$ cat src/rtl/alu.sv
// -----------------------------------------------------------------------------
// alu
//   8-bit, 16-function registered arithmetic/logic unit.
//   A op B is evaluated combinationally from ALU_Sel, and the result and the
//   carry/status bit are registered. Outputs are valid one clock after the
//   operands and the select are applied. A new operation is accepted every
//   cycle, with no handshake.
//
// Ports
//   clk       in   1  clock, rising-edge active
//   rst       in   1  synchronous reset, active-high, has priority over all ops
//   A         in   8  operand A, unsigned
//   B         in   8  operand B, unsigned
//   ALU_Sel   in   4  operation select (all 16 codes are defined)
//   ALU_Out   out  8  registered result
//   CarryOut  out  1  registered carry / borrow / status bit
// -----------------------------------------------------------------------------
module alu (
  input  logic       clk,
  input  logic       rst,
  input  logic [7:0] A,
  input  logic [7:0] B,
  input  logic [3:0] ALU_Sel,
  output logic [7:0] ALU_Out,
  output logic       CarryOut
);

  typedef enum logic [3:0] {
    OP_ADD  = 4'd0,
    OP_SUB  = 4'd1,
    OP_MUL  = 4'd2,
    OP_DIV  = 4'd3,
    OP_SHL  = 4'd4,
    OP_SHR  = 4'd5,
    OP_ROL  = 4'd6,
    OP_ROR  = 4'd7,
    OP_AND  = 4'd8,
    OP_OR   = 4'd9,
    OP_XOR  = 4'd10,
    OP_NOR  = 4'd11,
    OP_NAND = 4'd12,
    OP_XNOR = 4'd13,
    OP_GT   = 4'd14,
    OP_EQ   = 4'd15
  } alu_op_e;

  alu_op_e     op_sel;
  logic [8:0]  sum_ext;
  logic [8:0]  diff_ext;
  logic [15:0] prod;
  logic [7:0]  quot;
  logic        div_by_zero;
  logic [7:0]  res_nxt;
  logic        carry_nxt;

  assign op_sel = alu_op_e'(ALU_Sel);

  // The 9th bit of the zero-extended subtraction is the borrow. It is set
  // exactly when A < B.
  assign sum_ext  = {1'b0, A} + {1'b0, B};
  assign diff_ext = {1'b0, A} - {1'b0, B};
  assign prod     = A * B;

  // The divisor is forced to 1 when B is zero, so the divider never sees a
  // zero operand. The result for that case is replaced below anyway.
  assign div_by_zero = (B == 8'h00);
  assign quot        = A / (div_by_zero ? 8'h01 : B);

  always_comb begin
    res_nxt   = 8'h00;
    carry_nxt = 1'b0;
    unique case (op_sel)
      OP_ADD: begin
        res_nxt   = sum_ext[7:0];
        carry_nxt = sum_ext[8];
      end
      OP_SUB: begin
        res_nxt   = diff_ext[7:0];
        carry_nxt = diff_ext[8];
      end
      OP_MUL: begin
        res_nxt   = prod[7:0];
        carry_nxt = |prod[15:8];
      end
      OP_DIV: begin
        res_nxt   = div_by_zero ? 8'hFF : quot;
        carry_nxt = div_by_zero;
      end
      OP_SHL: begin
        res_nxt   = {A[6:0], 1'b0};
        carry_nxt = A[7];
      end
      OP_SHR: begin
        res_nxt   = {1'b0, A[7:1]};
        carry_nxt = A[0];
      end
      OP_ROL:  res_nxt = {A[6:0], A[7]};
      OP_ROR:  res_nxt = {A[0], A[7:1]};
      OP_AND:  res_nxt = A & B;
      OP_OR:   res_nxt = A | B;
      OP_XOR:  res_nxt = A ^ B;
      OP_NOR:  res_nxt = ~(A | B);
      OP_NAND: res_nxt = ~(A & B);
      OP_XNOR: res_nxt = ~(A ^ B);
      OP_GT:   res_nxt = (A > B)  ? 8'h01 : 8'h00;
      OP_EQ:   res_nxt = (A == B) ? 8'h01 : 8'h00;
      default: begin
        res_nxt   = 8'h00;
        carry_nxt = 1'b0;
      end
    endcase
  end

  always_ff @(posedge clk) begin
    if (rst) begin
      ALU_Out  <= 8'h00;
      CarryOut <= 1'b0;
    end else begin
      ALU_Out  <= res_nxt;
      CarryOut <= carry_nxt;
    end
  end

endmodule

$ cat config.mk
export PLATFORM = sky130hd
export DESIGN_NAME = alu
export DESIGN_NICKNAME = d
export VERILOG_FILES = /design/src/rtl/alu.sv
export SDC_FILE = /design/constraint.sdc
export NUM_CORES = 1
export LEC_CHECK = 0
export CAP_MARGIN = 25
export CELL_PAD_IN_SITES_DETAIL_PLACEMENT = 1
export CELL_PAD_IN_SITES_GLOBAL_PLACEMENT = 1
export CORE_UTILIZATION = 38
export CTS_BUF_LIST = sky130_fd_sc_hd__clkbuf_16
export DETAILED_ROUTE_END_ITERATION = 10
export PLACE_DENSITY = 0.69
export SYNTH_ARGS = -nofsm -noshare
export SYNTH_HDL_FRONTEND = slang
export SYNTH_SLANG_ARGS = --single-unit
$ cat constraint.sdc
create_clock -name clk -period 14.4 [get_ports clk]
set_clock_uncertainty 0.15 [all_clocks]
set_input_delay 2.88 -clock clk [delete_from_list [all_inputs] [get_ports clk]]
set_output_delay 2.88 -clock clk [all_outputs]
set_load 0.1 [all_outputs]
Word level (Yosys, flattened, before mapping):

Cells that the tools add are included.
W data, S select, Z words.

* register bits after elaboration: 9
* latch bits: 0
* memory bits (writable): 0
* ROM bits: 0
* input bits: 22
* output and inout bits: 9
* memories kept: 0

* add/sub/neg operators: 2
* $mul: 1
* divide/modulo/power cells: 1
* $lt $le $gt $ge: 1
* equal/unequal tests: 16
* shift-type cells: 0
* mux-type cells: 6
* bitwise logic cells: 6
* reductions and logical operators: 3

Operator list (count)
* $pmux W8 S16: 1
* $eq A4 B4 Y1 const B: 8
* $not A8 Y8: 3
* $eq A4 B3 Y1 const B: 4
* $mul A8 B8 Y16: 1
* $mux W8: 2
* $add A8 B8 Y9: 1
* $sub A8 B8 Y9: 1
* $and A8 B8 Y8: 1
* $div A8 B8 Y8: 1
* $eq A4 B2 Y1 const B: 2
* $eq A8 B8 Y1: 1
* $gt A8 B8 Y1: 1
* $logic_not A8 Y1: 1
* $or A8 B8 Y8: 1
* $reduce_or A8 Y1: 1
* $xor A8 B8 Y8: 1
* $pmux W1 S6: 1
* $eq A4 B1 Y1 const B: 1
* $logic_not A4 Y1: 1
* $mux W1: 2

Logic depth before layout (Yosys ltp):

Gate-level depths: netlist (run 1).

* depth in word-level cells: 5
* mapped depth: 48
* mapped depth without buffers: 47

Worst setup path before layout (run 1):

No wires, ideal clock.

* path type: input to register
* start point: input port B[6]
* end point: register ALU_Out[0]
* setup time: 131 ps
* data arrival time: 11534 ps
* data required time: 14119 ps
* setup slack: 2585 ps
* cell stages on the path: 43
* path buffers: 1
* cell sequence: buf_2 > nor4_2 > a21o_2 > inv_2 > ha_1 > o31ai_1 > o21ai_0 > a21oi_1 > nor2_1 > ha_1 > o211ai_1 > a211oi_4 > mux2_4 > ha_1 > a21oi_1 > a21boi_1 > o21ai_1 > o21ai_0 > [7 not listed] > nor2_1 > nor4b_1 > a21oi_2 > nor2_1 > xnor2_1 > ha_1 > a21o_1 > a31oi_4 > o21ai_2 > a41oi_4 > mux2_4 > ha_1 > a21o_1 > a31oi_1 > o21ai_0 > nand3_1 > a21o_1 > a31oi_1

* cells in the longest elaborated chain, start to end: 5
* elaborated cells between the ends (all ways): 9
* classes of those cells: div: 1; order compare: 1; eq/ne: 1; mux: 5; reduce/logical: 1

Ends and longest elaborated chain
* start, declared: RTL line 22 `input logic [7:0] B,`
* $logic_not A8 Y1: RTL line 66 `assign div_by_zero = (B == 8'h00);`
* $mux W8: RTL line 67 `assign quot = A / (div_by_zero ? 8'h01 : B);`
* $div A8 B8 Y8: RTL line 67
* $mux W8: RTL line 86 `res_nxt = div_by_zero ? 8'hFF : quot;`
* $pmux W8 S16 (*): RTL line 72 `unique case (op_sel)`
* end signal, assigned: RTL line 119 `ALU_Out <= res_nxt;`
* end, declared: RTL line 24 `output logic [7:0] ALU_Out,`

Every way passes the cells marked *; elsewhere a longest branch is shown, timed or not.
A chain may end at the register's enable or synchronous reset.

Final worst setup path (run 1):

* start point: input port B[5]
* end point: register ALU_Out[0]

Same word-level chain as after synthesis.

==> flow_metrics.tcl, run 1 <==
set metrics [dict create \
    port_buffers 30 \
    cp.arrival_ps 13430 \
    clock_path_buffers 2 \
    final_net_count 906 \
    first_pass_iters 6 \
    die_area_um2 15100 \
    grt-ovfl-total 0 \
    status "finished clean" \
    min_path_type "in -> reg" \
    vias 5605 \
    relSlewSlack 0.318 \
    seq_power_share 0.056 \
    crit_required_ps 14380 \
    drv_cap 0 \
    grt_pass1_wl_um 31700 \
    grt_start_max_net_pins 42 \
    synth-edff-count 0 \
    pre_cts_ws_ps 836 \
    slowest_delay_ps 590 \
    p_sw_w 0.000272 \
    cts_hold_buf 0 \
    drive_above_1_share 0.0652 \
    die_h_um 123 \
    mostFrequentLayoutCell "ha_1" \
    synth.top_cell.area_share 0.212 \
    end_kind "flip-flop" \
    vias_per_cell 6.02 \
    setup_tns_ps 0 \
    whs_ps 3290 \
    rows 43 \
    worst_slew_pin_slew_ps 1020 \
    seqCellArea_um2 180 \
    n_antenna_cell 0 \
    dp_hpwl_um 16100 \
    mostFrequentLayoutCells "94 x ha_1, 90 x nor2_1, 79 x inv_1" \
    top_layer "met4" \
    cts.root.buffer_cell "clkbuf_16" \
    cp_slowest_cell "clkdlybuf4s50_1" \
    yosys-top-cells-area "ha_1 21%, fa_1 14%, nor2_1 6.1%" \
    fmax_ghz 0.0743 \
    place_congestion 0.939 \
    p_leak_nw 2.81 \
    syn_avg_cell_area_um2 7.55 \
    ant_nets 0 \
    wl_met3_um 981 \
    drc 0 \
    rsz0062_at_grt "false" \
    io_pins 31 \
    power_frac_comb 0.835 \
    grt_usage 0.278 \
    ys_ff_latch 9 \
    synth_largest_area_cell "ha_1" \
    dp_cells 927 \
    period_needed_ps 13450 \
    ir_drop_mv 0.0461 \
    fillers 1751 \
    powerDensity_nw_per_um2 82.1 \
    cts_made_buffers 3 \
    synth_nets 887 \
    yosys_warnings 0 \
    worstSetupStartpointType "input pin" \
    clk_pin_slew_worst_paths_ps 60 \
    clockPowerShare 0.109 \
    multi_input_area_um2 4910 \
    setup_slack_ps 948 \
    netlist_area_um2 5540 \
    core_um2 14000 \
    yosysUniqueCellTypes 71 \
    synth_cells 733 \
    die_w_um 123 \
    sw_frac_of_total 0.543 \
    postCtsSetupRepairBufs 0 \
    cts_resized 0 \
    critPathMaxFanout 10 \
    wl_met2_um 9760 \
    fin_crit_sh 0.934 \
    htreeDepth 1 \
    setup_viol 0 \
    clock-sinks 9 \
    initial_core_util 0.394 \
    tritoncts "built" \
    routedWlPerCell_um 21.7 \
    grt_pass1_vias 5784 \
    path_common_cell "ha_1" \
    maxSlewViolCount 0 \
    ys_async_sr_fraction 0 \
    m1WireLength_um 8930 \
    antenna_found_initial 0 \
    intPower_w 0.000229 \
    stdcell_count 931 \
    area_growth_pct 10.3 \
    path_class "in -> reg" \
    drt_iter0_drc 385 \
    hold_viol 0 \
    ys_seq_area_frac 0.0325 \
    wirelength_um 20200 \
    synth_ff_type "dfxtp_1" \
]
==> kinds of logic (layout without fill, tap and decap cells) <==
logic type	after synthesis	in the layout	share of synthesized area
xor+xnor	32	32	0.0506
simple gates	222	222	0.185
mux	24	24	0.0513
compound gates	200	200	0.250
buf+inv	114	132	0.0800
flops	9	9	0.0325
fa+ha+maj	132	132	0.350
==> power groups by stage <==
stage | clock (W) | combinational [W] | sequential, W
after detailed placement | 0 | 0.000414 | 0.0000285
after global routing | 0.0000553 | 0.000466 | 0.0000283
after CTS | 0.0000538 | 0.000417 | 0.0000281
after global placement | 0 | 0.000399 | 0.0000284
final | 0.0000546 | 0.000419 | 0.0000280
after floorplan | 0 | 0.000292 | 0.0000458
==> registers in the layout, indices dropped and copies added (netlist names) <==
register  flops
ALU_Out       8
CarryOut      1
==> worst max-delay path, delay by kind of cell <==
kind	cells	cell delay, ps
mux	3	1130
fa+ha+maj	7	2370
compound gates	23	5250
simple gates	7	1100
buf+inv	2	700
==> metal layers <==
metal,up-vias,global-route usage
met2,170,0.483
met5,-,0
li1,2618,-
met3,34,0.0242
met4,0,0.0922
met1,2783,0.361
==> cells in the mapped netlist (all sizes together) (9+ instances only) <==
master and n:
a211oi 14, a21o 15, a21oi 48, clkbuf 20
dfxtp 9, fa 38, ha 94, inv 79
mux2 11, mux2i 13, nand2 55, nand2b 11
nand3 14, nor2 92, nor3 18, o21ai 44
o22ai 11, xnor2 19, xor2 13
==> cell type report <==
type / count / share of cell area
tap: 180 / 0.0369
clock inverter: 1 / 0.000615
multi-input combinational: 610 / 0.805
timing repair buffer: 41 / 0.0627
inverter: 87 / 0.0535
clock buffer: 3 / 0.0123
sequential: 9 / 0.0295
==> through the flow <==
stage	utilization	instance area [um2]	total power, W
after CTS	0.435	6110	0.000499
after detailed placement	0.429	6030	0.000442
after global routing	0.435	6110	0.000549
final	0.435	6110	0.000501
after floorplan	-	5540	0.000338
after global placement	0.429	6030	0.000427
==> final timing paths <==
path	to	cells after the start	from
worst max-delay path	ALU_Out[0]	42	B[5]
worst min-delay path	ALU_Out[0]	2	rst
Power figures use the tool's default switching activity.
==> run 2: changes to the inputs <==
--- a/config.mk
+++ b/config.mk
@@ -11,7 +11,8 @@
 export CORE_UTILIZATION = 38
 export CTS_BUF_LIST = sky130_fd_sc_hd__clkbuf_16
 export DETAILED_ROUTE_END_ITERATION = 10
-export PLACE_DENSITY = 0.69
+export MAX_ROUTING_LAYER = met4
+export PLACE_DENSITY_LB_ADDON = 0.2
 export SYNTH_ARGS = -nofsm -noshare
 export SYNTH_HDL_FRONTEND = slang
 export SYNTH_SLANG_ARGS = --single-unit
==> run 2 against run 1 <==
  * Critical path depth rose by 1
  * Die area did not move
  * Critical endpoint unchanged
  * Critical path type unchanged
  * Sequential power barely moved
  * Largest cell class unchanged
  * Design area rose by 0.12%
  * Via count barely moved
==> flow_metrics.tcl, run 2 (same netlist as run 1, synthesis figures left out) <==
set metrics [dict create \
    cts_resized 0 \
    die_area_um2 15100 \
    cp.arrival_ps 13430 \
    vias 5602 \
    rsz0062_at_grt "false" \
    powerDensity_nw_per_um2 82.2 \
    antenna_found_initial 0 \
    relSlewSlack 0.339 \
    grt_pass1_wl_um 31600 \
    worstHoldStart "rst" \
    cts_hold_buf 0 \
    wirelength_um 20100 \
    port_buffers 30 \
    path_class "in -> reg" \
    setup_viol 0 \
    cp_num_buf_inv 2 \
    sw_frac_of_total 0.544 \
    cp_slowest_cell "clkdlybuf4s50_1" \
    mostFrequentLayoutCell "ha_1" \
    postCtsSetupRepairBufs 0 \
    rows 43 \
    grt_usage 0.285 \
    clk_pin_slew_worst_paths_ps 40 \
    ir_drop_mv 0.0422 \
    dp_cells 928 \
    drv_cap 0 \
    crit_required_ps 14360 \
    critPathMaxFanout 10 \
    worst_slew_pin_slew_ps 988 \
    ant_nets 0 \
    min_path_cells 2 \
    p_leak_nw 2.81 \
    drt_iter0_drc 319 \
    whs_endpoint "ALU_Out[0]" \
    final_net_count 907 \
    place_congestion 0.921 \
    clock-sinks 9 \
    path_delay_family "compound AO/OA/AOI/OAI gates" \
    status "finished clean" \
    period_needed_ps 13470 \
    fmax_ghz 0.0742 \
    drive_above_1_share 0.0665 \
    first_pass_iters 5 \
    reg_top3 "ALU_Out (8), CarryOut (1)" \
    cts_made_buffers 3 \
    htreeDepth 1 \
    drc 0 \
    clock_path_buffers 2 \
    seq_power_share 0.056 \
    setup_tns_ps 0 \
    largest_register "ALU_Out" \
    grt-ovfl-total 0 \
    grt_pass1_vias 5806 \
    die_h_um 123 \
    maxSlewViolCount 0 \
    die_w_um 123 \
    initial_core_util 0.394 \
    worstSetupStartpointType "input pin" \
    area_growth_pct 10.4 \
    tritoncts "built" \
    fin_crit_sh 0.935 \
    largest_reg_flops 8 \
    stdcell_count 932 \
    mostFrequentLayoutCells "94 x ha_1, 90 x nor2_1, 79 x inv_1" \
    n_antenna_cell 0 \
    cts.root.buffer_cell "clkbuf_16" \
    min_path_type "in -> reg" \
    core_um2 14000 \
    io_pins 31 \
    dp_hpwl_um 16100 \
    power_frac_comb 0.835 \
    hold_viol 0 \
    clockPowerShare 0.109 \
    routedWlPerCell_um 21.6 \
    end_kind "flip-flop" \
    intPower_w 0.000229 \
    slowest_delay_ps 580 \
    path_common_cell "ha_1" \
    vias_per_cell 6.01 \
    p_sw_w 0.000273 \
    grt_start_max_net_pins 42 \
]
-- run 2: power by group through the flow --
stage	logic [W]	registers [W]	clock network (W)
6_report	0.000420	0.0000280	0.0000548
3_5_place_dp	0.000415	0.0000285	0
5_1_grt	0.000469	0.0000282	0.0000552
3_3_place_gp	0.000402	0.0000283	0
2_1_floorplan	0.000292	0.0000458	0
4_1_cts	0.000419	0.0000281	0.0000545
-- run 2: routing by layer --
layer  global-route usage  vias to the layer above  wire [um]
met5                    -                        -          0
met4               0.0976                        0        618
met3               0.0177                       39        766
met2                0.470                      128       9590
met1                0.368                     2820       9170
li1                     -                     2615          -
-- run 2: area by class of cell --
cell class	count	area, um2
Multi-Input combinational cell	610	4910
Tap cell	180	225
Inverter	87	327
Fill cell	1749	7930
Timing Repair Buffer	42	390
Sequential cell	9	180
Clock inverter	1	3.75
Clock buffer	3	75.1
-- run 2: how the worst max path moves through the flow --
stage / startpoint / end / depth (start not counted)
2_1_floorplan: B[6] / ALU_Out[0] / 43
4_1_cts: B[5] / ALU_Out[0] / 43
5_1_grt: B[5] / ALU_Out[0] / 44
3_5_place_dp: B[5] / ALU_Out[0] / 43
3_3_place_gp: B[5] / ALU_Out[0] / 42
6_report: B[5] / ALU_Out[0] / 43
-- run 2: per-stage QoR --
stage	hold WS, ps	setup WS [ps]	util	area, um2	power (W)
after global routing	3330	275	0.435	6110	0.000552
after global placement	3540	1320	0.430	6030	0.000430
after floorplan	2940	2590	-	5540	0.000338
final	3300	930	0.435	6110	0.000502
after CTS	3300	1030	0.435	6110	0.000501
after detailed placement	3540	797	0.430	6030	0.000443
==> run 3: changes to the inputs <==
--- a/config.mk
+++ b/config.mk
@@ -11,6 +11,7 @@
 export CORE_UTILIZATION = 38
 export CTS_BUF_LIST = sky130_fd_sc_hd__clkbuf_16
 export DETAILED_ROUTE_END_ITERATION = 10
+export GPL_TIMING_DRIVEN = 0
 export MAX_ROUTING_LAYER = met4
 export PLACE_DENSITY_LB_ADDON = 0.2
 export SYNTH_ARGS = -nofsm -noshare
==> constraint.sdc (replaced) <==
create_clock -name clk -period 14.4 [get_ports clk]
set_clock_uncertainty 0.15 [all_clocks]
set_input_delay 2.88 -clock clk [delete_from_list [all_inputs] [get_ports clk]]
set_output_delay 2.88 -clock clk [all_outputs]
set_load 0.02 [all_outputs]
==> run 3 against run 2 <==
  * Cell count increased by 2.0%
  * Flip-flop and latch count unchanged
  * Via count grew 2.6%
  * Count of clock-buffer cells in the layout unchanged
  * Critical path depth unchanged
  * Clock power shrank 1%
  * Largest cell class unchanged
  * Highest routed layer unchanged
==> flow_metrics.tcl, run 3 (same netlist as run 1, synthesis figures left out) <==
set metrics [dict create \
    whs_ps 2910 \
    worst_slew_pin_slew_ps 908 \
    place_congestion 0.931 \
    grt-ovfl-total 0 \
    wirelength_um 20700 \
    final_net_count 926 \
    pre_cts_ws_ps 358 \
    vias 5748 \
    crit_required_ps 14410 \
    drc 0 \
    mostFrequentLayoutCells "94 x ha_1, 90 x nor2_1, 79 x inv_1" \
    cts.root.buffer_cell "clkbuf_16" \
    vias_per_cell 6.04 \
    reg_top3 "ALU_Out (8), CarryOut (1)" \
    crit_start "B[1]" \
    powerDensity_nw_per_um2 79.2 \
    rows 43 \
    drt_iter0_drc 403 \
    grt_usage 0.291 \
    port_buffers 28 \
    n_antenna_cell 0 \
    end_kind "flip-flop" \
    grt_start_max_net_pins 13 \
    first_pass_iters 5 \
    htreeDepth 1 \
    cp.depth 43 \
    fin_crit_sh 0.941 \
    clk_pin_slew_worst_paths_ps 50 \
    grt_pass1_vias 5866 \
    cts_hold_buf 0 \
    die_area_um2 15100 \
    io_pins 31 \
    drv_cap 0 \
    cts_made_buffers 3 \
    ant_nets 0 \
    largest_reg_flops 8 \
    cp_slowest_cell "clkdlybuf4s50_1" \
    tritoncts "built" \
    fmax_ghz 0.0738 \
    clock_path_buffers 2 \
    path_common_cell "ha_1" \
    die_h_um 123 \
    p_total_w 0.000489 \
    core_um2 14000 \
    path_delay_family "compound AO/OA/AOI/OAI gates" \
    drive_above_1_share 0.0661 \
    slowest_delay_ps 620 \
    endpoint "ALU_Out[0]" \
    critPathMaxFanout 10 \
    mostFrequentLayoutCell "ha_1" \
    rsz0062_at_grt "false" \
    fillers 1760 \
    setup_slack_ps 844 \
    period_needed_ps 13560 \
    area_growth_pct 11.5 \
    largest_register "ALU_Out" \
    dp_hpwl_um 16700 \
    relSlewSlack 0.379 \
    cp.arrival_ps 13570 \
    min_path_cells 2 \
    initial_core_util 0.394 \
    worstSetupStartpointType "input pin" \
    status "finished clean" \
    grt_pass1_wl_um 32500 \
    hold_viol 0 \
    clock-sinks 9 \
    setup_tns_ps 0 \
    setup_viol 0 \
    antenna_found_initial 0 \
    die_w_um 123 \
    p_leak_nw 2.82 \
    cp_num_buf_inv 3 \
    path_class "in -> reg" \
    ir_drop_mv 0.0502 \
    routedWlPerCell_um 21.8 \
    maxSlewViolCount 0 \
    min_path_type "in -> reg" \
]
run 3: changes by cell type in the layout (fill, tap and decap cells not counted), sizes merged:
cell           delta
clkbuf           +21
clkdlybuf4s50     -2
clkinvlp          +1
clkinv            -1
run 3: repair_timing:
| item | CTS | global route |
|---|---|---|
| setup buffers | 0 | 4 |
| endpoints found under the setup margin | 0 | 1 |
| gates resized for setup | 0 | 2 |
run 3: worst min path at each step:
stage | startpoint | to | slack [ps]
after floorplan | ALU_Sel[0] | ALU_Out[7] | 2940
after global placement | rst | ALU_Out[7] | 3140
after detailed placement | rst | ALU_Out[7] | 3150
after CTS | rst | ALU_Out[7] | 2910
after global routing | rst | ALU_Out[7] | 2940
final | rst | ALU_Out[7] | 2910
run 3: per-layer routing:
| layer | GRT usage | vias to the layer above | share of wire |
|---|---|---|---|
| met5 | - | - | 0 |
| met3 | 0.00836 | 44 | 0.033 |
| met2 | 0.481 | 160 | 0.47 |
| li1 | - | 2656 | - |
| met1 | 0.387 | 2888 | 0.46 |
| met4 | 0.0877 | 0 | 0.029 |
run 3: per-stage QoR:
step                       util  std cells  area [um2]
after floorplan               -        733        5540
after CTS                 0.436        946        6130
after detailed placement  0.431        942        6050
final                     0.439        951        6170
after global placement    0.430        941        6040
after global routing      0.439        951        6170
run 3: where the power goes:
part           leakage (nW)  internal (W)  switching [W]
clock                0.0423     0.0000368      0.0000173
sequential           0.0742     0.0000274    0.000000612
combinational          2.70      0.000166       0.000241
run 3: final cells by class:
type / instances / area, um2 / share of cell area
inverter: 87 / 330 / 0.0535
multi-input combinational: 610 / 4920 / 0.797
buffer: 27 / 116 / 0.0189
clock buffer: 3 / 75.1 / 0.0122
timing repair buffer: 34 / 323 / 0.0523
tap: 180 / 225 / 0.0365
clock inverter: 1 / 3.75 / 0.000608
sequential: 9 / 180 / 0.0292
